### src/rtl/display_estados_mux_if.sv
// Bundles the state-code inputs, load/blink/enable controls and the
// seven-segment pin outputs of display_estados_mux.
//   estados   : 3-bit state code per digit, digit i in bits [3i+2:3i]
//   carregar  : load strobe (captured every rising edge it is high)
//   pisca     : per-digit blink mask, applied live
//   habilita  : 1 = scanning, 0 = freeze and blank
//   segmentos : registered segment pins, bit0 = a ... bit6 = g
//   anodos    : registered digit-select pins, at most one active
// Handshake: there is none. Inputs are plain level/strobe signals sampled on
// every rising clock edge; outputs are free-running registered pin values.
interface display_estados_mux_if #(
  parameter int DIGITOS = 4
);
  logic [3*DIGITOS-1:0] estados;
  logic                 carregar;
  logic [DIGITOS-1:0]   pisca;
  logic                 habilita;
  logic [6:0]           segmentos;
  logic [DIGITOS-1:0]   anodos;

  modport master (
    output estados, carregar, pisca, habilita,
    input  segmentos, anodos
  );

  modport slave (
    input  estados, carregar, pisca, habilita,
    output segmentos, anodos
  );
endinterface

### src/rtl/display_estados_mux.sv
// Multiplexed seven-segment driver: one 3-bit system state code per digit,
// rendered as a fixed glyph, scanned over a shared segment bus.
//   clock   : single clock, rising edge
//   reset_n : asynchronous active-low reset
//   bus     : display_estados_mux_if slave (estados, carregar, pisca,
//             habilita in; segmentos, anodos out)
// Parameters: DIGITOS digits, DIV clocks per digit slot, PISCA frames per
// blink half-period, ATIVO_BAIXO selects active-low pins.
module display_estados_mux #(
  parameter int DIGITOS     = 4,
  parameter int DIV         = 50000,
  parameter int PISCA       = 64,
  parameter bit ATIVO_BAIXO = 1'b1
) (
  input  logic                  clock,
  input  logic                  reset_n,
  display_estados_mux_if.slave  bus
);

  localparam int CW = $clog2(DIV);
  localparam int IW = (DIGITOS > 1) ? $clog2(DIGITOS) : 1;
  localparam int QW = (PISCA > 1) ? $clog2(PISCA) : 1;

  localparam logic [CW-1:0] DIV_MAX    = CW'(DIV - 1);
  localparam logic [IW-1:0] IDX_MAX    = IW'(DIGITOS - 1);
  localparam logic [QW-1:0] QUADRO_MAX = QW'(PISCA - 1);

  // XOR masks that convert logical "lit/selected = 1" into pin polarity;
  // they are also the all-off pin values.
  localparam logic [6:0]         SEG_OFF = {7{ATIVO_BAIXO}};
  localparam logic [DIGITOS-1:0] AN_OFF  = {DIGITOS{ATIVO_BAIXO}};

  logic [3*DIGITOS-1:0] r_pend;
  logic [3*DIGITOS-1:0] r_ativo;
  logic [CW-1:0]        r_cnt_div;
  logic [IW-1:0]        r_idx;
  logic [QW-1:0]        r_cnt_quadro;
  logic                 r_fase;
  logic [6:0]           r_segmentos;
  logic [DIGITOS-1:0]   r_anodos;

  logic                 w_div_fim;
  logic                 w_quadro;
  logic [2:0]           w_codigo;
  logic                 w_pisca_sel;
  logic [DIGITOS-1:0]   w_an_sel;
  logic [6:0]           w_seg_log;
  logic [DIGITOS-1:0]   w_an_log;

  // Glyph table, bit 6..0 = g..a, 1 = lit.
  function automatic logic [6:0] glyph(input logic [2:0] codigo);
    logic [6:0] g;
    case (codigo)
      3'd0:    g = 7'b1000000; // '-'
      3'd1:    g = 7'b1110111; // 'A'
      3'd2:    g = 7'b1111001; // 'E'
      3'd3:    g = 7'b1110001; // 'F'
      3'd4:    g = 7'b1110011; // 'P'
      3'd5:    g = 7'b0111001; // 'C'
      3'd6:    g = 7'b0111000; // 'L'
      default: g = 7'b1110110; // 'H'
    endcase
    return g;
  endfunction

  assign w_div_fim = (r_cnt_div == DIV_MAX);
  // Frame boundary: last cycle of the last digit slot while scanning.
  assign w_quadro  = bus.habilita && w_div_fim && (r_idx == IDX_MAX);

  // Select the current digit's code, blink bit and anode by comparison
  // rather than a variable part-select, so any DIGITOS stays in range.
  always_comb begin
    w_codigo    = 3'd0;
    w_pisca_sel = 1'b0;
    w_an_sel    = '0;
    for (int i = 0; i < DIGITOS; i++) begin
      if (r_idx == IW'(i)) begin
        w_codigo    = r_ativo[3*i +: 3];
        w_pisca_sel = bus.pisca[i];
        w_an_sel[i] = 1'b1;
      end
    end
  end

  // Slot position 0 is the dead-time cycle that hides ghosting between
  // digits; blinked-off digits keep their anode driven with blank segments.
  always_comb begin
    w_seg_log = '0;
    w_an_log  = '0;
    if (bus.habilita && (r_cnt_div != '0)) begin
      w_an_log = w_an_sel;
      if (!(w_pisca_sel && !r_fase)) begin
        w_seg_log = glyph(w_codigo);
      end
    end
  end

  always_ff @(posedge clock or negedge reset_n) begin
    if (!reset_n) begin
      r_pend       <= '0;
      r_ativo      <= '0;
      r_cnt_div    <= '0;
      r_idx        <= '0;
      r_cnt_quadro <= '0;
      r_fase       <= 1'b1;
      r_segmentos  <= SEG_OFF;
      r_anodos     <= AN_OFF;
    end else begin
      if (bus.carregar) begin
        r_pend <= bus.estados;
      end

      if (bus.habilita) begin
        r_cnt_div <= w_div_fim ? '0 : r_cnt_div + 1'b1;
        if (w_div_fim) begin
          r_idx <= (r_idx == IDX_MAX) ? '0 : r_idx + 1'b1;
        end
      end

      // A load coinciding with the boundary bypasses pend so it is shown
      // in the very next frame.
      if (w_quadro) begin
        r_ativo <= bus.carregar ? bus.estados : r_pend;
        if (r_cnt_quadro == QUADRO_MAX) begin
          r_cnt_quadro <= '0;
          r_fase       <= ~r_fase;
        end else begin
          r_cnt_quadro <= r_cnt_quadro + 1'b1;
        end
      end

      r_segmentos <= w_seg_log ^ SEG_OFF;
      r_anodos    <= w_an_log ^ AN_OFF;
    end
  end

  assign bus.segmentos = r_segmentos;
  assign bus.anodos    = r_anodos;

endmodule
### src/flat_wrapper.sv
// flat-port wrapper written by rule: the top's interface ports become plain ports
module display_estados_mux_flat 
#(
  parameter int DIGITOS     = 4,
  parameter int DIV         = 50000,
  parameter int PISCA       = 64,
  parameter bit ATIVO_BAIXO = 1'b1
)
  (clock, reset_n, bus_estados, bus_carregar, bus_pisca, bus_habilita, bus_segmentos, bus_anodos);
  display_estados_mux_if #(.DIGITOS(DIGITOS)) bus_i ();
  input  logic clock;
  input  logic reset_n;
  input wire logic [$bits(bus_i.estados)-1:0] bus_estados;
  input wire logic [$bits(bus_i.carregar)-1:0] bus_carregar;
  input wire logic [$bits(bus_i.pisca)-1:0] bus_pisca;
  input wire logic [$bits(bus_i.habilita)-1:0] bus_habilita;
  output wire logic [$bits(bus_i.segmentos)-1:0] bus_segmentos;
  output wire logic [$bits(bus_i.anodos)-1:0] bus_anodos;
  assign bus_i.estados = bus_estados;
  assign bus_i.carregar = bus_carregar;
  assign bus_i.pisca = bus_pisca;
  assign bus_i.habilita = bus_habilita;
  assign bus_segmentos = bus_i.segmentos;
  assign bus_anodos = bus_i.anodos;
  display_estados_mux #(.DIGITOS(DIGITOS), .DIV(DIV), .PISCA(PISCA), .ATIVO_BAIXO(ATIVO_BAIXO)) u_core (.clock(clock), .reset_n(reset_n), .bus(bus_i));
endmodule
### config.mk
export PLATFORM = sky130hd
export DESIGN_NAME = display_estados_mux_flat
export DESIGN_NICKNAME = d
export VERILOG_FILES = /design/src/rtl/display_estados_mux_if.sv /design/src/rtl/display_estados_mux.sv /design/src/flat_wrapper.sv
export SDC_FILE = /design/constraint.sdc
export NUM_CORES = 1
export LEC_CHECK = 0
export ABC_AREA = 1
export CAP_MARGIN = 20
export CORE_ASPECT_RATIO = 0.5
export CORE_MARGIN = 3
export CORE_UTILIZATION = 61
export CTS_CLUSTER_SIZE = 20
export DETAILED_ROUTE_END_ITERATION = 7
export PLACE_DENSITY_LB_ADDON = 0.25
export SLEW_MARGIN = 20
export SYNTH_ARGS = -nofsm -noshare
export SYNTH_HDL_FRONTEND = slang
export SYNTH_SLANG_ARGS = --single-unit
### constraint.sdc
create_clock -name clock -period 5 [get_ports clock]
set_input_delay 1 -clock clock [delete_from_list [all_inputs] [get_ports clock]]
set_output_delay 1 -clock clock [all_outputs]
set_load 0.02 [all_outputs]
Yosys cells after proc, flatten, opt, wreduce, memory -nomap -nowiden
Index checks and enable logic that the tools add are counted.
- $add $sub $neg: 3
- equality and inequality tests: 11
- multiplexer cells: 20
- bitwise logic cells: 3
- reduce and logical (&&, ||, !) cells: 10
- operators by type and width (kind ; number):
    case mux 7 bit (7 select lines) ; 1
    adder 16 x 1 -> 16 bit (second input constant) ; 1
    equality test 16 bit (second input constant) ; 1
    two-way mux 16 bit ; 1
    nonzero test 16 bit ; 1
    two-way mux 7 bit ; 2
    two-way mux 12 bit ; 1
    two-way mux 3 bit ; 4
    equality test 3 bit (second input constant) ; 3
    two-way mux 1 bit ; 8
    NOT 7 bit ; 1
    adder 6 x 1 -> 6 bit (second input constant) ; 1
    equality test 3 x 2 -> 1 bit (second input constant) ; 2
    equality test 6 bit (second input constant) ; 1
    two-way mux 6 bit ; 1
    equality test 2 bit (second input constant) ; 2
    logical AND 1 bit ; 4
    two-way mux 4 bit ; 1
    NOT 4 bit ; 1
    AND reduction 2 bit ; 2
    equality test 3 x 1 -> 1 bit (second input constant) ; 1
    zero test 3 bit ; 1
    adder 2 x 1 -> 2 bit (second input constant) ; 1
    equality test 2 x 1 -> 1 bit (second input constant) ; 1
    other kinds (4) ; 4
- register bits after elaboration: 60
- input port bits: 20
- output and inout bits: 11
- word-level logic and storage cells: 55

Depth between registers and ports, before layout
Gate-level depths: netlist of run 1.
- word-level depth: 10
- gate-level depth with buffers: 12
- depth with buffers taken out: 12

Least setup slack after synthesis of run 1
OpenSTA, ideal clock, no wires.
- kind: in2reg
- start: input bus_habilita
- end: register u_core.r_cnt_div[14]
- library setup time: 117 ps
- arrival time: 1710 ps
- data required time: 4883 ps
- slack: 3173 ps
- stages on the path: 7
- path buffers: 0
- path through: inv_2 nor2_2 nand3_1 nor2_2 nand3_1 nor2_1 nor2_1
- RTL lines (element ; RTL line ; text):
    start, declared ; flat_wrapper.sv:16 ; input wire logic [$bits(bus_i.habilita)-1:0] bus_habilita;
    end signal, assigned ; display_estados_mux.sv:114 ; r_cnt_div <= w_div_fim ? '0 : r_cnt_div + 1'b1;
    end, declared ; display_estados_mux.sv:35 ; logic [CW-1:0] r_cnt_div;

==> flow_metrics.env, run 1 <==
export IMPL_grt_antenna_before_repair=0
export IMPL_synth_top_area_share_pct=39.9
export IMPL_drive_gt1_share_pct=14.3
export IMPL_crit_type="input pin to register"
export IMPL_critPathLaunchType="input pin"
export IMPL_synth_top_area_cell="dfrtp_1"
export IMPL_post_route_min_period_ps=2560
export IMPL_rows=17
export IMPL_final_common_cell="nand2_1"
export IMPL_die_area_um2=5870
export IMPL_end_kind="register"
export IMPL_fmax_mhz=391
export IMPL_slowest_stage="clkdlybuf4s50_1"
export IMPL_slew_headroom_pct=54.7
export IMPL_cts_max_level=3
export IMPL_grt_pass1_wl_mm=11.2
export IMPL_die_h_um=55.7
export IMPL_syn_cell_area_um2=3010
export IMPL_synthToLayoutAreaGrowth_pct=18.9
export IMPL_io_buffers=30
export IMPL_finalHoldViolCount=0
export IMPL_crit_arrival_ps=2830
export IMPL_final_nets=428
export IMPL_worst_hold_path_type="input pin to async pin"
export IMPL_mostFrequentLayoutCells="nand2_1, dfrtp_1, inv_1"
export IMPL_cap_violations=0
export IMPL_drt_iter0_markers=141
export IMPL_numCtsBuffers=9
export IMPL_syn_nets=392
export IMPL_yosys_register_bits=59
export IMPL_syn_avg_cell_area_um2=8.25
export IMPL_grt_pass1_vias=2525
export IMPL_via_count=2501
export IMPL_tritoncts="built"
export IMPL_die_x_um=105
export IMPL_drt_first_pass_iters=4
export IMPL_drc=0
export IMPL_start_util_pct=65.9
export IMPL_synth_cells=365
export IMPL_dp_slack_ps=2140
export IMPL_clock_latency_ps=340
export IMPL_grtUsageTotal_pct=23.9
export IMPL_synth_area_leaders="dfrtp_1, nand2_1, dfstp_2"
export IMPL_reg2regPathDepth=5
export IMPL_gp_congestion=0.930
export IMPL_post_cts_buffers=0
export IMPL_total_power_mw=1.29
export IMPL_synth_seq_area_share_pct=49.5
export IMPL_worstMarginPinSlew_ps=677
export IMPL_antenna_cells=0
export IMPL_fin_skew_ps=8.21
export IMPL_ioPinCount=31
export IMPL_setup_violations=0
export IMPL_crit_path_end="u_core.r_cnt_div[14]"
export IMPL_overflow=0
export IMPL_ant_nets=0
export IMPL_cp_max_fo=13
export IMPL_run_status="complete, no violations"
export IMPL_root_buffer="clkbuf_8"
export IMPL_hold_slack_ps=485
export IMPL_yosysWarnings=0
export IMPL_startpoint="bus_habilita"
export IMPL_totalWireLength_mm=6.32
export IMPL_fin_ws_ps=2440
export IMPL_clk_pin_slew_ps=70
export IMPL_cts_buffer_depth=2
export IMPL_finalCritPeriodShare_pct=51.2
export IMPL_leakage_nw=1.77
export IMPL_design_core_area_um2=4570
export IMPL_vias_per_cell=5.30
export IMPL_slowest_delay_ps=750
export IMPL_nFillCells=300
export IMPL_powerDensity_nw_per_um2=360
export IMPL_crit_chain="clkdlybuf4s50_1 -> inv_2 -> nor2_2 -> nand3_1 -> nor2_2 -> nand3_1 -> nand2_1 -> nand2_1 -> nor2_1"
export IMPL_utilization_pct=78.3
export IMPL_slew_violations=0
export IMPL_worst_ep_required_time_ps=5270
export IMPL_reg2reg_setup_slack_ps=2940
export IMPL_reg2reg_from="u_core.r_idx[0]"
export IMPL_synthDistinctLibCells=27
export IMPL_ir_worst_vdd_mv=0.295
export IMPL_ctsResizeCount=0
export IMPL_reg2reg_to="u_core.r_ativo[11]"
export IMPL_grt_setup_unrepaired="false"
export IMPL_cts_sinks=59
export IMPL_dp_hpwl_mm=4.51
export IMPL_cts_hold_buf=0
export IMPL_grt_max_degree=53
export IMPL_timing_setup_tns_ps=0
export IMPL_wire_per_inst_um=13.4
-- worst min-delay path by stage --
| stage | from | end | slack [ps] |
|---|---|---|---|
| floorplan | u_core.r_ativo[6] | u_core.r_ativo[6] | 450 |
| global placement | u_core.r_fase | u_core.r_fase | 460 |
| detailed placement | u_core.r_ativo[10] | u_core.r_ativo[10] | 470 |
| CTS | reset_n | u_core.r_cnt_div[13] | 480 |
| global route | reset_n | u_core.r_cnt_div[13] | 480 |
| finish | reset_n | u_core.r_cnt_div[13] | 490 |
-- flip-flops by register name, indices dropped and copies added, names as in the netlist --
register              flops
u_core.r_cnt_div         16
u_core.r_idx              2
u_core.r_fase             1
u_core.r_cnt_quadro       6
u_core.r_pend            12
u_core.bus.anodos         4
u_core.bus.segmentos      6
u_core.r_ativo           12
-- kinds of logic (layout without fill, tap and decap cells) --
logic type	count (synthesis)	in the layout	synth area share, %
adders and majority gates	7	7	2.91
and+or+nand+nor	216	216	31.3
DFF	59	59	49.5
AOI/OAI and AO/OA	20	20	3.41
buffers and inverters	43	84	6.07
muxes	12	12	4.49
xor gates and xnor gates	8	8	2.33
-- final cells by class --
| cell class | instances | area [um2] | area share (%) |
|---|---|---|---|
| clock inverter | 6 | 88.8 | 2.48 |
| sequential | 59 | 1490 | 41.6 |
| tap | 66 | 82.6 | 2.31 |
| inverter | 37 | 139 | 3.88 |
| clock buffer | 10 | 138 | 3.84 |
| timing repair buffer | 31 | 303 | 8.46 |
| multi-input combinational | 263 | 1340 | 37.4 |
-- stage by stage --
stage / cells / cell area [um2]
2_1_floorplan: 365 / 3010
3_3_place_gp: 456 / 3350
3_5_place_dp: 456 / 3350
4_1_cts: 472 / 3580
5_1_grt: 472 / 3580
6_report: 472 / 3580
-- cell usage after synthesis, drive strengths merged --
master  count
dfrtp      48
nand2     132
inv        37
nand3      31
buf         5
clkbuf      1
nor2       34
or2         5
xor2        6
nor3        6
a21oi       9
mux2       12
o21bai      1
nand4       8
dfstp      11
ha          7
o21ai      10
xnor2       2
-- power by group --
part | switching (mW) | internal, mW
sequential | 0.0525 | 0.532
clock | 0.195 | 0.294
combinational | 0.128 | 0.0863
total | 0.376 | 0.912
-- layer usage --
metal | share of wire (%) | global-route usage (%)
met5 | 0 | 0
met4 | 1.9 | 8.79
met3 | 5.5 | 8.46
met2 | 48 | 38.1
met1 | 44 | 30.4
-- critical path: cells and delay by family --
family / cells / cell delay, ps
buffers and inverters: 2 / 970
and+or+nand+nor: 7 / 880
Note: power is estimated with default switching activity, not from simulation.
==> run 2: changes to the inputs <==
CORE_UTILIZATION = 56   (was 61)
clock period = 2.37 ns   (was 5 ns; I/O delays follow)
==> run 2 against run 1 <==
Critical path depth shrank 8. Hold slack worse by 360 ps. Global-route usage is 1.5 points lower. Register-to-register slack worse by 2500 ps. Clock skew rose by 4.1 ps. Sequential power grew 110%. Worst setup slack worse by 2000 ps. Cell count increased by 1.5%. Flip-flop and latch count did not move. Wire length down 0.63%. Die area rose by 8.2%. Largest power group unchanged.
==> flow_metrics.env, run 2 (same netlist as run 1, synthesis figures left out) <==
export IMPL_run_status="complete, no violations"
export IMPL_cts_hold_buf=0
export IMPL_drt_iter0_markers=197
export IMPL_finalCritPeriodShare_pct=82.7
export IMPL_ant_nets=0
export IMPL_cp_max_fo=1
export IMPL_dpl_cell_count=463
export IMPL_clkPwrFrac_pct=34.8
export IMPL_cts_max_level=3
export IMPL_via_count=2489
export IMPL_setup_violations=0
export IMPL_combPwrFrac_pct=17.3
export IMPL_ioPinCount=31
export IMPL_path_buf_inv=1
export IMPL_grt_busiest_layer="met2"
export IMPL_final_common_cell="nand2_1"
export IMPL_slowest_delay_ps=630
export IMPL_totalWireLength_mm=6.28
export IMPL_die_h_um=57.9
export IMPL_postPlaceCellArea_um2=3390
export IMPL_gp_congestion=0.895
export IMPL_die_x_um=110
export IMPL_power_frac_seq_pct=47.9
export IMPL_cts_buffer_depth=2
export IMPL_start_util_pct=59.7
export IMPL_nFillCells=373
export IMPL_slew_headroom_pct=61.6
export IMPL_overflow=0
export IMPL_crit_chain="clkdlybuf4s50_1"
export IMPL_wire_per_inst_um=13.1
export IMPL_path_depth=1
export IMPL_die_area_um2=6350
export IMPL_vias_per_cell=5.20
export IMPL_leakage_nw=1.78
export IMPL_dp_hpwl_mm=4.44
export IMPL_grt_antenna_before_repair=0
export IMPL_drive_gt1_share_pct=14.7
export IMPL_ctsResizeCount=0
export IMPL_antenna_cells=0
export IMPL_mostFrequentLayoutCells="nand2_1, dfrtp_1, inv_1"
export IMPL_met1_usage_pct=28.0
export IMPL_numCtsBuffers=9
export IMPL_design_core_area_um2=5040
export IMPL_root_buffer="clkbuf_8"
export IMPL_powerDensity_nw_per_um2=720
export IMPL_tritoncts="built"
export IMPL_p_switching_uw=767
export IMPL_design_area_um2=3590
export IMPL_ir_worst_vdd_mv=0.515
export IMPL_grt_max_degree=38
export IMPL_reg2regPathDepth=10
export IMPL_crit_arrival_ps=1490
export IMPL_clock_latency_ps=340
export IMPL_top_regs="u_core.r_cnt_div: 16 flops, u_core.r_ativo: 12 flops, u_core.r_pend: 12 flops"
export IMPL_cts_sinks=59
export IMPL_post_cts_buffers=0
export IMPL_rows=18
export IMPL_worst_ep_required_time_ps=1900
export IMPL_stdcell_count=479
export IMPL_fin_skew_ps=12.3
export IMPL_swShare_pct=29.7
export IMPL_largest_register="u_core.r_cnt_div"
export IMPL_critPathLaunchType="register"
export IMPL_timing_setup_tns_ps=0
export IMPL_p_int_mw=1.82
export IMPL_crit_family="buffers and inverters"
export IMPL_crit_type="register to output pin"
export IMPL_post_route_min_period_ps=1960
export IMPL_slowest_stage="clkdlybuf4s50_1"
export IMPL_slew_violations=0
export IMPL_fmax_mhz=510
export IMPL_dp_slack_ps=390
export IMPL_grt_pass1_wl_mm=10.8
export IMPL_cap_violations=0
export IMPL_grt_setup_unrepaired="false"
export IMPL_grtUsageMet2_pct=36.9
export IMPL_drt_first_pass_iters=5
export IMPL_clk_pin_slew_ps=60
export IMPL_io_buffers=30
export IMPL_final_nets=431
export IMPL_worst_hold_path_type="input pin to async pin"
export IMPL_synthToLayoutAreaGrowth_pct=19.1
export IMPL_largest_reg_flops=16
export IMPL_finalHoldViolCount=0
export IMPL_fin_ws_ps=410
export IMPL_met3_usage_pct=8.23
export IMPL_worstMarginPinSlew_ps=573
export IMPL_drc=0
export IMPL_grtUsageTotal_pct=22.4
export IMPL_grt_pass1_vias=2408
export IMPL_end_kind="output pin"
## run 2: stage by stage
step           power [mW]  hold WS (ps)  util [%]
2_1_floorplan        1.53           178         -
4_1_cts              2.59           134      71.1
3_5_place_dp         1.69           466      67.3
6_report             2.58           126      71.1
5_1_grt              2.73           146      71.1
3_3_place_gp         1.68           462      67.3
## run 2: layer usage
layer / share of wire (%) / wire length, um
met3: 7.5 / 468
met2: 48 / 3030
met1: 43 / 2690
met4: 1.4 / 91
met5: 0 / 0
## run 2: path summary, 6_finish.rpt
kind	slack, ps	end	startpoint
max in group asynchronous	1600	u_core.bus.anodos[0]	reset_n
worst min-delay path	130	u_core.r_cnt_div[5]	reset_n
worst min register to register	480	u_core.r_fase	u_core.r_fase
worst max register to register	490	u_core.bus.segmentos[1]	u_core.r_idx[0]
min in group clock	480	u_core.r_fase	u_core.r_fase
worst max-delay path	410	bus_anodos[1]	u_core.bus.anodos[1]
## run 2: cell type report
type,instances,area (um2),area share [%]
Sequential cell,59,1490,41.5
Clock buffer,11,141,3.94
Multi-Input combinational cell,263,1340,37.3
Tap cell,70,87.6,2.44
Inverter,37,139,3.87
Timing Repair Buffer,34,338,9.42
Clock inverter,5,52.6,1.46
## run 2: power by group through the flow
stage                     clock, mW  sequential, mW  combinational (mW)
after detailed placement          0            1.25               0.443
after CTS                     0.912            1.23               0.448
final                         0.900            1.24               0.447
after global routing          0.970            1.25               0.505
after global placement            0            1.25               0.430
after floorplan                   0            1.23               0.296
